--- config.mk ---
export PLATFORM = sky130hd
export DESIGN_NAME = actel_cfg_loader
export DESIGN_NICKNAME = d
export VERILOG_FILES = /design/src/rtl/actel_cfg_loader.sv
export SDC_FILE = /design/constraint.sdc
export NUM_CORES = 1
export LEC_CHECK = 0
export ABC_AREA = 1
export CAP_MARGIN = 20
export CORE_ASPECT_RATIO = 2
export CORE_MARGIN = 3
export CORE_UTILIZATION = 50
export CTS_CLUSTER_SIZE = 25
export DETAILED_ROUTE_END_ITERATION = 10
export HOLD_SLACK_MARGIN = 0.08
export PLACE_DENSITY = 0.82
export SETUP_SLACK_MARGIN = 0.3
export SYNTH_ARGS = -nofsm -noshare
export SYNTH_HDL_FRONTEND = slang
export SYNTH_SLANG_ARGS = --single-unit
--- constraint.sdc ---
create_clock -name clk -period 2.51 [get_ports clk]
set_clock_uncertainty 0.15 [all_clocks]
set_input_delay 0.753 -clock clk [delete_from_list [all_inputs] [get_ports clk]]
set_output_delay 0.753 -clock clk [all_outputs]
set_load 0.02 [all_outputs]
--- src/rtl/actel_cfg_loader.sv ---
// actel_cfg_loader
// ----------------
// Serial configuration loader for a bank of S1-style mux/flip-flop cells.
// It hunts for a sync byte on a bit-serial input and then shifts in
// 4*N_CELLS data bits, with the first bit landing in the MSB. A trailing
// even-parity bit follows. A frame with good parity is committed in one
// step to the parallel configuration register. A bad frame raises a
// one-cycle error pulse and leaves the register untouched.
//
// Ports
//   clk        rising-edge clock
//   clr_n      asynchronous active-low reset
//   sdi        serial data bit
//   sdi_valid  sdi is consumed on a clock edge only when high
//   abort      synchronous abort; drops the frame in progress
//   cfg_data   committed configuration, cell k at [4k+3:4k] = {d11,d10,d01,d00}
//   cfg_valid  high once any frame has been committed since reset
//   cfg_stb    one-cycle pulse in the cycle after a commit
//   busy       high while loading data or waiting for the parity bit
//   err        one-cycle pulse in the cycle after a parity failure
module actel_cfg_loader #(
  parameter int          N_CELLS = 8,
  parameter logic [7:0]  SYNC    = 8'hA5
) (
  input  logic                   clk,
  input  logic                   clr_n,
  input  logic                   sdi,
  input  logic                   sdi_valid,
  input  logic                   abort,
  output logic [4*N_CELLS-1:0]   cfg_data,
  output logic                   cfg_valid,
  output logic                   cfg_stb,
  output logic                   busy,
  output logic                   err
);

  localparam int FW    = 4 * N_CELLS;
  localparam int CNT_W = (FW > 1) ? $clog2(FW) : 1;
  localparam logic [CNT_W-1:0] LAST = CNT_W'(FW - 1);

  typedef enum logic [1:0] {
    HUNT   = 2'd0,
    LOAD   = 2'd1,
    PARITY = 2'd2
  } state_t;

  state_t           r_state;
  logic [7:0]       r_window;
  logic [FW-1:0]    r_shadow;
  logic [CNT_W-1:0] r_cnt;
  logic [FW-1:0]    r_cfg_data;
  logic             r_cfg_valid;
  logic             r_cfg_stb;
  logic             r_busy;
  logic             r_err;

  logic [7:0]       w_win_next;
  logic             w_sync_hit;
  logic             w_par_bad;

  // Sync match is tested on the window value including the bit being consumed.
  assign w_win_next = {r_window[6:0], sdi};
  assign w_sync_hit = (w_win_next == SYNC);
  // Even parity over data plus parity bit: any odd count of ones is a failure.
  assign w_par_bad  = (^r_shadow) ^ sdi;

  always_ff @(posedge clk or negedge clr_n) begin
    if (!clr_n) begin
      r_state     <= HUNT;
      r_window    <= '0;
      r_shadow    <= '0;
      r_cnt       <= '0;
      r_cfg_data  <= '0;
      r_cfg_valid <= 1'b0;
      r_cfg_stb   <= 1'b0;
      r_busy      <= 1'b0;
      r_err       <= 1'b0;
    end else begin
      r_cfg_stb <= 1'b0;
      r_err     <= 1'b0;
      if (abort) begin
        // Abort takes priority over a bit presented on the same edge.
        r_state  <= HUNT;
        r_window <= '0;
        r_cnt    <= '0;
        r_busy   <= 1'b0;
      end else if (sdi_valid) begin
        case (r_state)
          HUNT: begin
            if (w_sync_hit) begin
              r_state  <= LOAD;
              r_window <= '0;
              r_cnt    <= '0;
              r_busy   <= 1'b1;
            end else begin
              r_window <= w_win_next;
            end
          end
          LOAD: begin
            r_shadow <= {r_shadow[FW-2:0], sdi};
            r_cnt    <= r_cnt + 1'b1;
            if (r_cnt == LAST) begin
              r_state <= PARITY;
            end
          end
          PARITY: begin
            if (w_par_bad) begin
              r_err <= 1'b1;
            end else begin
              r_cfg_data  <= r_shadow;
              r_cfg_valid <= 1'b1;
              r_cfg_stb   <= 1'b1;
            end
            r_state  <= HUNT;
            r_window <= '0;
            r_cnt    <= '0;
            r_busy   <= 1'b0;
          end
          default: begin
            r_state  <= HUNT;
            r_window <= '0;
            r_cnt    <= '0;
            r_busy   <= 1'b0;
          end
        endcase
      end
    end
  end

  assign cfg_data  = r_cfg_data;
  assign cfg_valid = r_cfg_valid;
  assign cfg_stb   = r_cfg_stb;
  assign busy      = r_busy;
  assign err       = r_err;

endmodule
==> flow_summary.yaml <==
worst_setup_path:
  reg2regPathDepth: 16
  worst-path-stages: 1
  crit_path_start: "cfg_data[2]"
  r2r_slack_ps: 450
  start_kind: "register"
  r2r-end: "cfg_data[26]"
  slowest_stage: "clkdlybuf4s50_1"
  crit_required_ps: 1610
  path_buf_inv: 1
  cp.arrival_ps: 1280
  endpoint: "cfg_data[2]"
  path_class: "reg -> out"
  r2r_start: "r_shadow[16]"
  crit_chain: "clkdlybuf4s50_1"
  crit_family: "buffers and inverters"
  crit_fanout: 2
  max_stage_delay_ps: 600
  end_kind: "output port"
timing:
  worstMarginPinSlew_ps: 421
  max_freq_ghz: 0.457
  fin_crit_sh_pct: 87.1
  setup-violations-final: 0
  hold_violations: 0
  min_period_ps: 2190
  slew_headroom_pct: 72.0
  fin_hold_ws_ps: 201
  tns_ps: 0
  rsz0062_at_grt: "false"
  slew_viol_final: 0
final_layout:
  antenna_cells: 0
  nNetsFinal: 570
  area_growth_pct: 26.7
  final_area_sq_um: 4980
  final_cells: 662
  drive_above_1_share_pct: 11.1
place:
  dp_hpwl_mm: 6.29
  portBuffers: 40
  place_congestion: 0.832
  placed_area_sq_um: 4530
  dpl.cell_count: 641
logic_synthesis:
  synth.distinct_cells: 24
  avgSynthCellArea_sq_um: 7.80
  synth_warnings: 0
  synth.cell_area_sq_um: 3930
  synthCells: 504
  synth-seq-area-share_pct: 52.2
  ys_seq_elements: 82
  syn-num-nets: 511
clocking:
  clk_latency_ps: 340
  ctsRootBufferMaster: "clkbuf_16"
  clkSinkCount: 82
  cts_made_buffers: 9
  clk_path_buf_depth: 2
  cts_tree: "built"
  clk_transition_reported_paths_ps: 60
  cts-htree-levels: 3
outcome:
  outcome: "finished clean"
route:
  wl_per_cell_microns: 13.7
  via_per_inst: 5.25
  drcViolationCount: 0
  met1_length_mm: 3.26
  drt-initial-drc-count: 232
  top_layer: "met4"
  firstDrtPassIters: 4
  wl_met2_mm: 5.22
  wl_met3_microns: 325
  num_vias: 3478
  drt-total-wl_mm: 9.09
  postRouteAntennaNets: 0
grt:
  antenna_found_initial: 0
  first_global_vias: 3487
  grt_pass1_wl_mm: 15.1
  track_usage_pct: 21.7
  grt_max_degree: 52
  overflow: 0
die:
  die_x_microns: 68.7
  start_util_pct: 51.7
  placementRows: 45
  ios: 41
  core-area_sq_um: 7600
  die-area_sq_um: 9030
  fp.dieH_microns: 131
min_path:
  worstHoldPathType: "in -> async"
pwr:
  leakage_nw: 2.98
  power_density_nw_per_um2: 1200
  ir_worst_vdd_v: 0.000768
job:
  maxCapViolCount: 0
==> registers in the layout (all words and copies together) (netlist names) <==
register	cells
busy	1
cfg_data	32
cfg_stb	1
cfg_valid	1
err	1
r_cnt	5
r_shadow	32
r_state	2
r_window	7
==> power breakdown <==
group | total [W] | internal (W) | leakage [nW] | switching, W
registers | 0.00176 | 0.00151 | 1.11 | 0.000248
clock network | 0.00131 | 0.000824 | 0.147 | 0.000486
logic | 0.00289 | 0.00127 | 1.72 | 0.00162
==> cells in the final DEF (no fill, tap or decap), types with 2 or more instances in the layout <==
cell type,n
ha_1,2
buf_12,4
dfrtp_1,78
o31ai_1,4
mux2_2,3
dfrtp_2,4
buf_4,18
inv_2,3
nor2_1,12
nand2_1,225
o21ai_0,33
a21oi_1,4
inv_1,50
nand3_2,2
clkdlybuf4s50_1,8
dlymetal6s2s_1,21
dlygate4sd2_1,9
xor2_1,3
nand3_4,2
xnor2_1,3
nand2_2,7
clkbuf_16,9
nand4_1,2
nand3_1,44
clkbuf_1,3
clkbuf_8,2
==> what timing repair did <==
item                       4_1_cts  5_1_grt
pin swaps                        2        1
gates cloned                     1        0
resized for setup               13       38
setup buffers                    1        3
hold buffers                     0        0
setup endpoints to repair       50       59
==> area by class of cell <==
class,count,area [sq um]
repair buffers,63,686
well taps,94,118
clock inverters,2,35.0
inverters,53,199
fillers,598,2620
clock buffers,14,264
multi-input cells,354,1620
flip-flops and latches,82,2060
==> logic make-up after synthesis <==
family / Yosys count / synth area share (%)
compound gates: 43 / 5.76
simple gates: 299 / 31.2
xor+xnor: 6 / 1.34
flops: 82 / 52.2
fa+ha+maj: 2 / 0.636
buf+inv: 68 / 7.73
mux: 4 / 1.11
==> metrics by stage <==
stage                     setup WS, ps  util, %  power, W
final                              323     65.5   0.00596
after global routing               280     65.5   0.00634
after CTS                          302     64.0   0.00584
after detailed placement          -164     59.6   0.00402
after global placement           -93.2     59.6   0.00389
after floorplan                    502        -   0.00342
==> layer usage <==
layer | global-route usage (%) | vias to the layer above
met3 | 4.62 | 28
met5 | 0 | -
met1 | 23.4 | 1678
met4 | 10.4 | 0
li1 | - | 1693
met2 | 38.1 | 79
==> worst min path at each step <==
stage | cells past startpoint | start | to
finish | 1 | clr_n | r_cnt[0]
global route | 1 | clr_n | r_cnt[0]
CTS | 1 | clr_n | r_cnt[0]
detailed placement | 2 | cfg_data[13] | cfg_data[13]
global placement | 2 | cfg_valid | cfg_valid
floorplan | 2 | r_window[3] | r_window[3]
==> synthesized netlist by cell type, drive strengths merged <==
library cell,number,area [sq um]
nand4,2,12.5
xnor2,3,26.3
o31ai,4,30.0
mux2,3,33.8
ha,2,25.0
xor2,3,26.3
nand2,233,885
mux2i,1,10.0
nor3,1,5.00
nor4,1,12.5
nand3,48,258
a21oi,4,20.0
nor3b,1,7.51
dfrtp,82,2050
inv,53,199
buf,9,82.6
nor2,13,48.8
o22ai,1,6.26
clkbuf,6,22.5
o21ai,34,170
No activity file was read; power rests on OpenSTA's default activity.
